===== config.mk =====
export PLATFORM = sky130hd
export DESIGN_NAME = fmul_arb_flat
export DESIGN_NICKNAME = d
export VERILOG_FILES = /design/src/rtl/fmul_arb_if.sv /design/src/rtl/fmul_arb.sv /design/src/flat_wrapper.sv
export SDC_FILE = /design/constraint.sdc
export NUM_CORES = 1
export LEC_CHECK = 0
export BUFFER_PORTS_ARGS = -buffer_cell sky130_fd_sc_hd__buf_2
export CAP_MARGIN = 20
export CORE_MARGIN = 5
export CORE_UTILIZATION = 50
export CTS_CLUSTER_DIAMETER = 50
export DETAILED_ROUTE_END_ITERATION = 10
export PLACE_DENSITY = 0.76
export SKIP_LAST_GASP = 1
export SLEW_MARGIN = 10
export SYNTH_ARGS = -nofsm -noshare
export SYNTH_HDL_FRONTEND = slang
export SYNTH_SLANG_ARGS = --single-unit

===== constraint.sdc =====
create_clock -name clk -period 5.26 [get_ports clk]
set_input_delay 0.263 -clock clk [delete_from_list [all_inputs] [get_ports clk]]
set_output_delay 0.263 -clock clk [all_outputs]
set_load 0.02 [all_outputs]

===== src/rtl/fmul_arb_if.sv =====
// fmul_arb_if: bundles the operation request, result return and fmul
// connections of the fmul arbiter.
//   req0_* / req1_* : operation requests (valid/ready with two operands)
//   res0_* / res1_* : per-requester result streams (valid/ready, product, ovf)
//   fm_*            : operands out to, and product/overflow back from, the fmul
// The slave modport is the arbiter's side; master is the requester/fmul side.
interface fmul_arb_if #(
    parameter int DATA_W = 32
);
    logic              req0_valid;
    logic              req0_ready;
    logic [DATA_W-1:0] req0_x1;
    logic [DATA_W-1:0] req0_x2;
    logic              req1_valid;
    logic              req1_ready;
    logic [DATA_W-1:0] req1_x1;
    logic [DATA_W-1:0] req1_x2;

    logic              res0_valid;
    logic              res0_ready;
    logic [DATA_W-1:0] res0_y;
    logic              res0_ovf;
    logic              res1_valid;
    logic              res1_ready;
    logic [DATA_W-1:0] res1_y;
    logic              res1_ovf;

    logic [DATA_W-1:0] fm_x1;
    logic [DATA_W-1:0] fm_x2;
    logic [DATA_W-1:0] fm_y;
    logic              fm_ovf;

    modport slave (
        input  req0_valid, req0_x1, req0_x2, output req0_ready,
        input  req1_valid, req1_x1, req1_x2, output req1_ready,
        output res0_valid, res0_y, res0_ovf, input  res0_ready,
        output res1_valid, res1_y, res1_ovf, input  res1_ready,
        output fm_x1, fm_x2, input  fm_y, fm_ovf
    );

    modport master (
        output req0_valid, req0_x1, req0_x2, input  req0_ready,
        output req1_valid, req1_x1, req1_x2, input  req1_ready,
        input  res0_valid, res0_y, res0_ovf, output res0_ready,
        input  res1_valid, res1_y, res1_ovf, output res1_ready,
        input  fm_x1, fm_x2, output fm_y, fm_ovf
    );
endinterface


===== src/rtl/fmul_arb.sv =====
// fmul_arb: shares one fixed-latency pipelined fmul between two requesters.
// Round-robin grant (at most one issue per cycle), a tag shadow pipeline that
// follows each operation through the fmul, and one show-ahead result FIFO per
// requester. Per-requester credits (in flight + buffered) stop issue before a
// FIFO could overflow, so the fmul itself never stalls.
// Ports:
//   clk  : clock
//   rst  : synchronous reset, active-high
//   bus  : fmul_arb_if.slave (req*, res*, fm_* signals)
//   busy : any operation in flight or any result buffered
module fmul_arb #(
    parameter int LAT     = 2,
    parameter int OVF_LAT = 1,
    parameter int DEPTH   = 4
) (
    input  logic         clk,
    input  logic         rst,
    fmul_arb_if.slave    bus,
    output logic         busy
);
    localparam int CW = $clog2(DEPTH + 1);
    localparam int PW = (DEPTH > 1) ? $clog2(DEPTH) : 1;

    logic [CW-1:0] cnt [2];
    logic          last_grant;
    logic [1:0]    elig;
    logic [1:0]    grant;
    logic [1:0]    pop;
    logic [1:0]    wr;
    logic [1:0]    res_vld;

    logic          tag_vld_p [1:LAT];
    logic          tag_id_p  [1:LAT];
    logic          ovf_p     [1:LAT];
    logic          ovf_at_lat;

    logic [32:0]   mem    [2][DEPTH];
    logic [PW-1:0] wr_ptr [2];
    logic [PW-1:0] rd_ptr [2];
    logic [CW-1:0] fcnt   [2];
    logic [32:0]   head0;
    logic [32:0]   head1;

    function automatic logic [PW-1:0] ptr_inc(input logic [PW-1:0] p);
        return (p == PW'(DEPTH - 1)) ? '0 : p + 1'b1;
    endfunction

    // Issue stage: eligibility, round-robin grant and operand steering.
    // Eligibility uses only the registered credit count, so a same-cycle pop
    // never reaches req_ready combinationally.
    always_comb begin
        elig[0]  = bus.req0_valid && (cnt[0] < CW'(DEPTH));
        elig[1]  = bus.req1_valid && (cnt[1] < CW'(DEPTH));
        grant[0] = !rst && elig[0] && (!elig[1] || last_grant);
        grant[1] = !rst && elig[1] && (!elig[0] || !last_grant);
    end

    assign bus.req0_ready = grant[0];
    assign bus.req1_ready = grant[1];
    assign bus.fm_x1 = grant[0] ? bus.req0_x1 : (grant[1] ? bus.req1_x1 : '0);
    assign bus.fm_x2 = grant[0] ? bus.req0_x2 : (grant[1] ? bus.req1_x2 : '0);

    always_ff @(posedge clk) begin
        if (rst) begin
            last_grant <= 1'b1;
        end else if (grant[0]) begin
            last_grant <= 1'b0;
        end else if (grant[1]) begin
            last_grant <= 1'b1;
        end
    end

    // Tag shadow pipeline: stage k is visible k cycles after issue. Only the
    // valid bits are reset, so products still inside the fmul at reset drain
    // out with invalid tags and are dropped.
    always_ff @(posedge clk) begin
        if (rst) begin
            for (int k = 1; k <= LAT; k++) tag_vld_p[k] <= 1'b0;
        end else begin
            tag_vld_p[1] <= |grant;
            for (int k = 1; k < LAT; k++) tag_vld_p[k+1] <= tag_vld_p[k];
        end
    end

    // fm_ovf arrives at stage OVF_LAT; it is captured there and carried along
    // with the tag so that it lines up with fm_y at stage LAT.
    always_ff @(posedge clk) begin
        tag_id_p[1] <= grant[1];
        ovf_p[1]    <= (OVF_LAT == 0) ? bus.fm_ovf : 1'b0;
        for (int k = 1; k < LAT; k++) begin
            tag_id_p[k+1] <= tag_id_p[k];
            ovf_p[k+1]    <= (k == OVF_LAT) ? bus.fm_ovf : ovf_p[k];
        end
    end

    assign ovf_at_lat = (OVF_LAT == LAT) ? bus.fm_ovf : ovf_p[LAT];

    // Writeback stage: a valid tag at stage LAT writes {ovf, y} into its FIFO.
    assign wr[0] = tag_vld_p[LAT] && !tag_id_p[LAT];
    assign wr[1] = tag_vld_p[LAT] &&  tag_id_p[LAT];

    always_ff @(posedge clk) begin
        for (int i = 0; i < 2; i++) begin
            if (wr[i]) mem[i][wr_ptr[i]] <= {ovf_at_lat, bus.fm_y};
        end
    end

    always_ff @(posedge clk) begin
        if (rst) begin
            for (int i = 0; i < 2; i++) begin
                wr_ptr[i] <= '0;
                rd_ptr[i] <= '0;
                fcnt[i]   <= '0;
            end
        end else begin
            for (int i = 0; i < 2; i++) begin
                if (wr[i])  wr_ptr[i] <= ptr_inc(wr_ptr[i]);
                if (pop[i]) rd_ptr[i] <= ptr_inc(rd_ptr[i]);
                if (wr[i] && !pop[i])      fcnt[i] <= fcnt[i] + 1'b1;
                else if (!wr[i] && pop[i]) fcnt[i] <= fcnt[i] - 1'b1;
            end
        end
    end

    // Result stage: show-ahead head, outputs forced to zero when empty.
    assign res_vld[0] = !rst && (fcnt[0] != '0);
    assign res_vld[1] = !rst && (fcnt[1] != '0);
    assign pop[0]     = res_vld[0] && bus.res0_ready;
    assign pop[1]     = res_vld[1] && bus.res1_ready;
    assign head0      = mem[0][rd_ptr[0]];
    assign head1      = mem[1][rd_ptr[1]];

    assign bus.res0_valid = res_vld[0];
    assign bus.res0_y     = res_vld[0] ? head0[31:0] : '0;
    assign bus.res0_ovf   = res_vld[0] && head0[32];
    assign bus.res1_valid = res_vld[1];
    assign bus.res1_y     = res_vld[1] ? head1[31:0] : '0;
    assign bus.res1_ovf   = res_vld[1] && head1[32];

    // Credits: in flight plus buffered results per requester.
    always_ff @(posedge clk) begin
        if (rst) begin
            cnt[0] <= '0;
            cnt[1] <= '0;
        end else begin
            for (int i = 0; i < 2; i++) begin
                if (grant[i] && !pop[i])      cnt[i] <= cnt[i] + 1'b1;
                else if (!grant[i] && pop[i]) cnt[i] <= cnt[i] - 1'b1;
            end
        end
    end

    assign busy = !rst && ((cnt[0] != '0) || (cnt[1] != '0));
endmodule


===== src/flat_wrapper.sv =====
// flat-port wrapper written by rule: the top's interface ports become plain ports
module fmul_arb_flat 
#(
    parameter int LAT     = 2,
    parameter int OVF_LAT = 1,
    parameter int DEPTH   = 4
)
  (clk, rst, busy, bus_req0_valid, bus_req0_x1, bus_req0_x2, bus_req0_ready, bus_req1_valid, bus_req1_x1, bus_req1_x2, bus_req1_ready, bus_res0_valid, bus_res0_y, bus_res0_ovf, bus_res0_ready, bus_res1_valid, bus_res1_y, bus_res1_ovf, bus_res1_ready, bus_fm_x1, bus_fm_x2, bus_fm_y, bus_fm_ovf);
  fmul_arb_if bus_i ();
  input  logic clk;
  input  logic rst;
  output logic busy;
  input wire logic [$bits(bus_i.req0_valid)-1:0] bus_req0_valid;
  input wire logic [$bits(bus_i.req0_x1)-1:0] bus_req0_x1;
  input wire logic [$bits(bus_i.req0_x2)-1:0] bus_req0_x2;
  output wire logic [$bits(bus_i.req0_ready)-1:0] bus_req0_ready;
  input wire logic [$bits(bus_i.req1_valid)-1:0] bus_req1_valid;
  input wire logic [$bits(bus_i.req1_x1)-1:0] bus_req1_x1;
  input wire logic [$bits(bus_i.req1_x2)-1:0] bus_req1_x2;
  output wire logic [$bits(bus_i.req1_ready)-1:0] bus_req1_ready;
  output wire logic [$bits(bus_i.res0_valid)-1:0] bus_res0_valid;
  output wire logic [$bits(bus_i.res0_y)-1:0] bus_res0_y;
  output wire logic [$bits(bus_i.res0_ovf)-1:0] bus_res0_ovf;
  input wire logic [$bits(bus_i.res0_ready)-1:0] bus_res0_ready;
  output wire logic [$bits(bus_i.res1_valid)-1:0] bus_res1_valid;
  output wire logic [$bits(bus_i.res1_y)-1:0] bus_res1_y;
  output wire logic [$bits(bus_i.res1_ovf)-1:0] bus_res1_ovf;
  input wire logic [$bits(bus_i.res1_ready)-1:0] bus_res1_ready;
  output wire logic [$bits(bus_i.fm_x1)-1:0] bus_fm_x1;
  output wire logic [$bits(bus_i.fm_x2)-1:0] bus_fm_x2;
  input wire logic [$bits(bus_i.fm_y)-1:0] bus_fm_y;
  input wire logic [$bits(bus_i.fm_ovf)-1:0] bus_fm_ovf;
  assign bus_i.req0_valid = bus_req0_valid;
  assign bus_i.req0_x1 = bus_req0_x1;
  assign bus_i.req0_x2 = bus_req0_x2;
  assign bus_req0_ready = bus_i.req0_ready;
  assign bus_i.req1_valid = bus_req1_valid;
  assign bus_i.req1_x1 = bus_req1_x1;
  assign bus_i.req1_x2 = bus_req1_x2;
  assign bus_req1_ready = bus_i.req1_ready;
  assign bus_res0_valid = bus_i.res0_valid;
  assign bus_res0_y = bus_i.res0_y;
  assign bus_res0_ovf = bus_i.res0_ovf;
  assign bus_i.res0_ready = bus_res0_ready;
  assign bus_res1_valid = bus_i.res1_valid;
  assign bus_res1_y = bus_i.res1_y;
  assign bus_res1_ovf = bus_i.res1_ovf;
  assign bus_i.res1_ready = bus_res1_ready;
  assign bus_fm_x1 = bus_i.fm_x1;
  assign bus_fm_x2 = bus_i.fm_x2;
  assign bus_i.fm_y = bus_fm_y;
  assign bus_i.fm_ovf = bus_fm_ovf;
  fmul_arb #(.LAT(LAT), .OVF_LAT(OVF_LAT), .DEPTH(DEPTH)) u_core (.clk(clk), .rst(rst), .bus(bus_i), .busy(busy));
endmodule

## Yosys cells after proc, flatten, opt, wreduce, memory -nomap -nowiden

Memory sizes are Yosys's and may differ from the RTL's.
Cells that the tools add are included.

| word-level totals | value |
|---|---|
| register bits after elaboration | 1 |
| latch bits | 0 |
| bits in writable memories | 290 |
| memory bits (read-only) | 0 |
| input port bits | 167 |
| output and inout bits | 135 |
| logic and storage cells | 181 |
| memories kept | 8 |

Memory list:

| memory | words | bits a word | rd ports | clocked after Yosys merged registers in | write ports | line | text |
|---|---|---|---|---|---|---|---|
| u_core.mem | 2 | 132 | 2 | 0 | 1 | fmul_arb.sv:37 | `logic [32:0] mem [2][DEPTH];` |
| u_core.cnt | 2 | 3 | 2 | 0 | 2 | fmul_arb.sv:24 | `logic [CW-1:0] cnt [2];` |
| u_core.fcnt | 2 | 3 | 2 | 0 | 2 | fmul_arb.sv:40 | `logic [CW-1:0] fcnt [2];` |
| u_core.rd_ptr | 2 | 2 | 2 | 0 | 2 | fmul_arb.sv:39 | `logic [PW-1:0] rd_ptr [2];` |
| u_core.wr_ptr | 2 | 2 | 2 | 0 | 2 | fmul_arb.sv:38 | `logic [PW-1:0] wr_ptr [2];` |
| u_core.ovf_p | 2 | 1 | 1 | 0 | 2 | fmul_arb.sv:34 | `logic ovf_p [1:LAT];` |
| 2 more memories | - | - | - | - | - | - |  |

| operators by class | value |
|---|---|
| $add $sub $neg | 12 |
| $mul | 0 |
| divide/modulo/power cells | 0 |
| order comparisons | 8 |
| eq/ne operators | 4 |
| shifts and indexed selects | 0 |
| muxes and demuxes | 84 |
| bitwise operators | 18 |
| reductions and logical operators | 46 |

Operators by type and width:

| kind | count |
|---|---|
| 132-bit two-way mux | 4 |
| 33-bit two-way mux | 6 |
| 32-bit two-way mux | 6 |
| 33-bit binary-select mux with 2-bit select | 2 |
| 33-bit demux with 2-bit select | 2 |
| 132-bit OR reduction | 1 |
| 1-bit two-way mux | 48 |
| 1-bit logical AND | 25 |
| 3-bit two-way mux | 8 |
| 2-bit two-way mux | 8 |
| 1-bit bitwise OR | 14 |
| 3-bit by 1-bit adder with 3-bit output (second input constant) | 4 |
| 3-bit greater-or-equal comparator (second input constant) | 4 |
| 2-bit inverter with 3-bit output | 4 |
| 3-bit nonzero test | 4 |
| 3-bit by 1-bit subtractor with 3-bit output (second input constant) | 4 |
| 1-bit zero test | 11 |
| 2-bit by 1-bit adder with 2-bit output (second input constant) | 4 |
| 2-bit equality test (second input constant) | 4 |
| 3-bit by 1-bit less-than comparator with 1-bit output (second input constant) | 2 |
| 3-bit less-than comparator (second input constant) | 2 |
| 1-bit logical OR | 3 |
| 2-bit nonzero test | 1 |
| 2-bit OR reduction | 1 |

## Depth between registers and ports, before layout

| logic depth | value |
|---|---|
| depth after elaboration | 12 |
| depth in mapped cells | 8 |
| depth with buffers taken out | 7 |

## Worst setup path before layout

No wires, ideal clock.

| path | value |
|---|---|
| path kind | register to register |
| from | mem u_core.cnt[1][2] (netlist name) |
| to | mem u_core.cnt[0][2] (netlist name), data pin |
| arrival time | 1815 ps |
| data required time | 4991 ps |
| slack | 3175 ps |
| stages on the path, launching flop included | 7 |
| buffers on the path | 0 |
| clock period less this slack | 2085 ps |
| cell sequence | edfxtp_1 or3b_4 a211oi_4 inv_1 fa_1 xnor2_1 nor2_1 |

RTL lines:

| what | line |
|---|---|
| from (decl) | fmul_arb.sv:24 |

==> impl_metrics.csv <==
group,metric,value,unit
run_status,outcome,"completed",
clocking,ctsHtreeMaxLevel,1,
critical_path,cp.required,5.00,ns
route,vias,7318,
critical_path,cp.arrival,2.67,ns
final_layout,most-common-layout-cells,"buf_2, edfxtp_1, mux4_2",
clocking,cts_tree,"yes",
floorplan,dieWidth,166.1,um
global_route,grt_max_degree,69,
global_route,grt_pass1_vias,7932,
clocking,cts_resized,0,
power_and_ir_drop,finalPower,5.779,mW
critical_path,regToRegEndpoint,"u_core.cnt[1][2]",
worst_hold_path,min_path_cells,1,
sta,finalCritPeriodShare,0.5575,
route,drt_iter0_drc,505,
synthesis,synthXorXnorAreaFrac,0.001438,
sta,slew_violations,0,
placed_design,dp_hpwl,18790,um
synthesis,synth.net_count,845,
critical_path,end_kind,"output port",
floorplan,start_util,0.5040,
final_layout,area.growth.synth_to_final,23.97,%
global_route,overflow,0,
clocking,cts_sinks,290,
synthesis,netlist_area,12190,um^2
worst_hold_path,hp-class,"primary input to flip-flop",
floorplan,pin_count,302,
worst_hold_path,hold_path_end,"u_core.mem[0][213]",
route,drtAntennaViolNets,0,
synthesis,yosysUniqueCellTypes,41,
clocking,post_cts_buffers,0,
critical_path,cp-start-kind,"flip-flop",
route,routed_wl,29110,um
clocking,cts_made_buffers,29,
critical_path,r2r_cells,6,
final_layout,instances_no_fill,1331,
global_route,grt_pass1_wl,44450,um
synthesis,synth_simple_gate_area_share,0.06684,
critical_path,r2r_slack,2.96,ns
global_route,grt_use_total,0.2059,
synthesis,syn_area_per_cell,18.46,um^2
sta,fin_tns_setup,0,ns
placed_design,io_buffer_count,301,
worst_hold_path,hold_start,"bus_fm_y[15]",
sta,setup_viol,0,
clocking,hold_buffers,20,
final_layout,layout_commonest_cell,"buf_2",
power_and_ir_drop,power_density,382.6,nW/um^2
global_route,antenna_found_initial,10,
synthesis,ys_ff_latch,290,
placed_design,dp_cells,1249,
sta,slew_headroom,0.2898,
placed_design,place_congestion,0.8888,
route,routedWlPerCell,21.87,um
sta,clock.fmax,341.0,MHz
route,viasPerCell,5.498,
final_layout,fin_nets,1162,
synthesis,synthMuxAreaShare,0.1229,
power_and_ir_drop,vdd_ir_drop_max,0.2459,mV
floorplan,dieArea,27590,um^2
route,dr.pass1.iters,5,
power_and_ir_drop,p_leak,5.708,nW
synthesis,synth_sequential_area_ratio,0.7097,
synthesis,ys.flop_type,"edfxtp_1",
clocking,cts_root_buf,"clkbuf_16",
floorplan,core,24180,um^2
sta,finalHoldViolCount,0,
synthesis,synthArstFlopShare,0,
critical_path,crit_type,"flip-flop to output port",
floorplan,rows,57,
final_layout,drive_gt1_frac,0.4334,
job,max-cap-violations,0,
sta,period_minus_slack,2.932,ns
synthesis,synth_compound_area_frac,0.06079,
floorplan,die_h,166.1,um
synthesis,synth_fa_ha_area_frac,0.01971,
sta,worst_pin_slew,1.065,ns
critical_path,r2r-start,"u_core.cnt[0][2]",
synthesis,yosys_warnings,0,
clocking,clk_latency,0.53,ns
critical_path,critPathMaxFanout,29,
clocking,clock_tree.buffer_depth,3,
synthesis,syn_inst,660,
synthesis,synth_top_family_by_area,"multiplexers",
clocking,path_clk_slew,0.06,ns
synthesis,synth_edf_count,284,
sta,rsz0062_at_grt,"no",
sta,skew,0.01176,ns
route,drc,0,
[where the power goes]
group          internal [mW]  switching [mW]
logic                  0.513           0.705
registers               2.64          0.0478
clock network           1.06           0.811
[through the flow]
step	util	hold WS [ns]	setup WS, ns	area [um^2]
6_report	0.6248	0.02188	2.328	15110
5_1_grt	0.6248	0.003283	2.103	15110
2_1_floorplan	-	0.2907	3.175	12190
4_1_cts	0.6231	0.0007599	2.235	15070
3_3_place_gp	0.5788	0.3107	2.672	13990
3_5_place_dp	0.5788	0.3146	2.569	13990
[synth_stat cells (2+ instances only)]
library cell  number  area share
a21oi_1            5      0.0021
a22o_1            64       0.046
a31oi_1            2      0.0010
and2_1            38       0.020
and3_1             4      0.0021
buf_1              4      0.0012
buf_2             10      0.0041
clkbuf_1          28      0.0086
dfxtp_1            6      0.0099
edfxtp_1         284        0.70
fa_1               2      0.0033
ha_1              16       0.016
inv_1             15      0.0046
mux4_2            66        0.12
nand2_1            9      0.0028
nand2b_1           5      0.0026
nand3b_1           5      0.0031
nor2_1            12      0.0037
nor2b_1           39       0.020
nor3_1             7      0.0029
nor3b_1            4      0.0025
o21ai_0            8      0.0033
o21bai_1           2      0.0012
o22ai_1            2      0.0010
or2_2              3      0.0015
or3_1              4      0.0021
xnor2_1            2      0.0014
[layout make-up]
cell class	count	area (um^2)
fill	1740	9071
sequential	290	8648
multi-input combinational	313	3332
timing repair buffer	328	1772
clock buffer	36	752.0
tap	324	405.4
clock inverter	17	120.1
inverter	15	56.30
antenna	8	20.02
[layer usage]
layer  GRT usage  routed length [um]  vias up
met5           0                  11        -
met4     0.05918                 520        2
met3     0.04856                2273       35
met2      0.3667               15320      336
met1      0.2527               10980     3638
li1            -                   -     3307
[state kept, by name, indices dropped and copies added (netlist names)]
| name | flops |
|---|---|
| u_core.wr_ptr | 4 |
| u_core.last_grant | 1 |
| u_core.mem | 264 |
| u_core.cnt | 6 |
| u_core.tag_id_p | 2 |
| u_core.ovf_p | 1 |
| u_core.rd_ptr | 4 |
| u_core.fcnt | 6 |
| u_core.tag_vld_p | 2 |
[critical path: stages (launching register included)]
cell,delay (ns)
edfxtp_1,0.56
buf_4,0.62
mux4_2,0.59
and2_1,0.19
buf_2,0.16
[how the worst max path moves through the flow]
| stage | startpoint | endpoint | slack [ns] |
|---|---|---|---|
| detailed placement | u_core.cnt[1][2] | u_core.cnt[1][2] | 2.57 |
| global route | u_core.rd_ptr[0][0] | bus_res0_y[17] | 2.10 |
| global placement | u_core.cnt[1][2] | u_core.cnt[1][2] | 2.67 |
| finish | u_core.rd_ptr[0][0] | bus_res0_y[30] | 2.33 |
| CTS | u_core.rd_ptr[0][0] | bus_res0_y[30] | 2.24 |
| floorplan | u_core.cnt[1][2] | u_core.cnt[0][2] | 3.18 |
[logic make-up (layout without fill, tap and decap cells)]
family | after synthesis | count (layout)
AND/OR/NAND/NOR | 136 | 136
multiplexers | 67 | 67
buffers and inverters | 57 | 396
XOR/XNOR | 2 | 2
adder cells (fa/ha/maj) | 18 | 18
AO/OA/AOI/OAI | 90 | 90
flip-flops | 290 | 290
other | 0 | 8
Note: power is estimated with default switching activity, not from simulation.
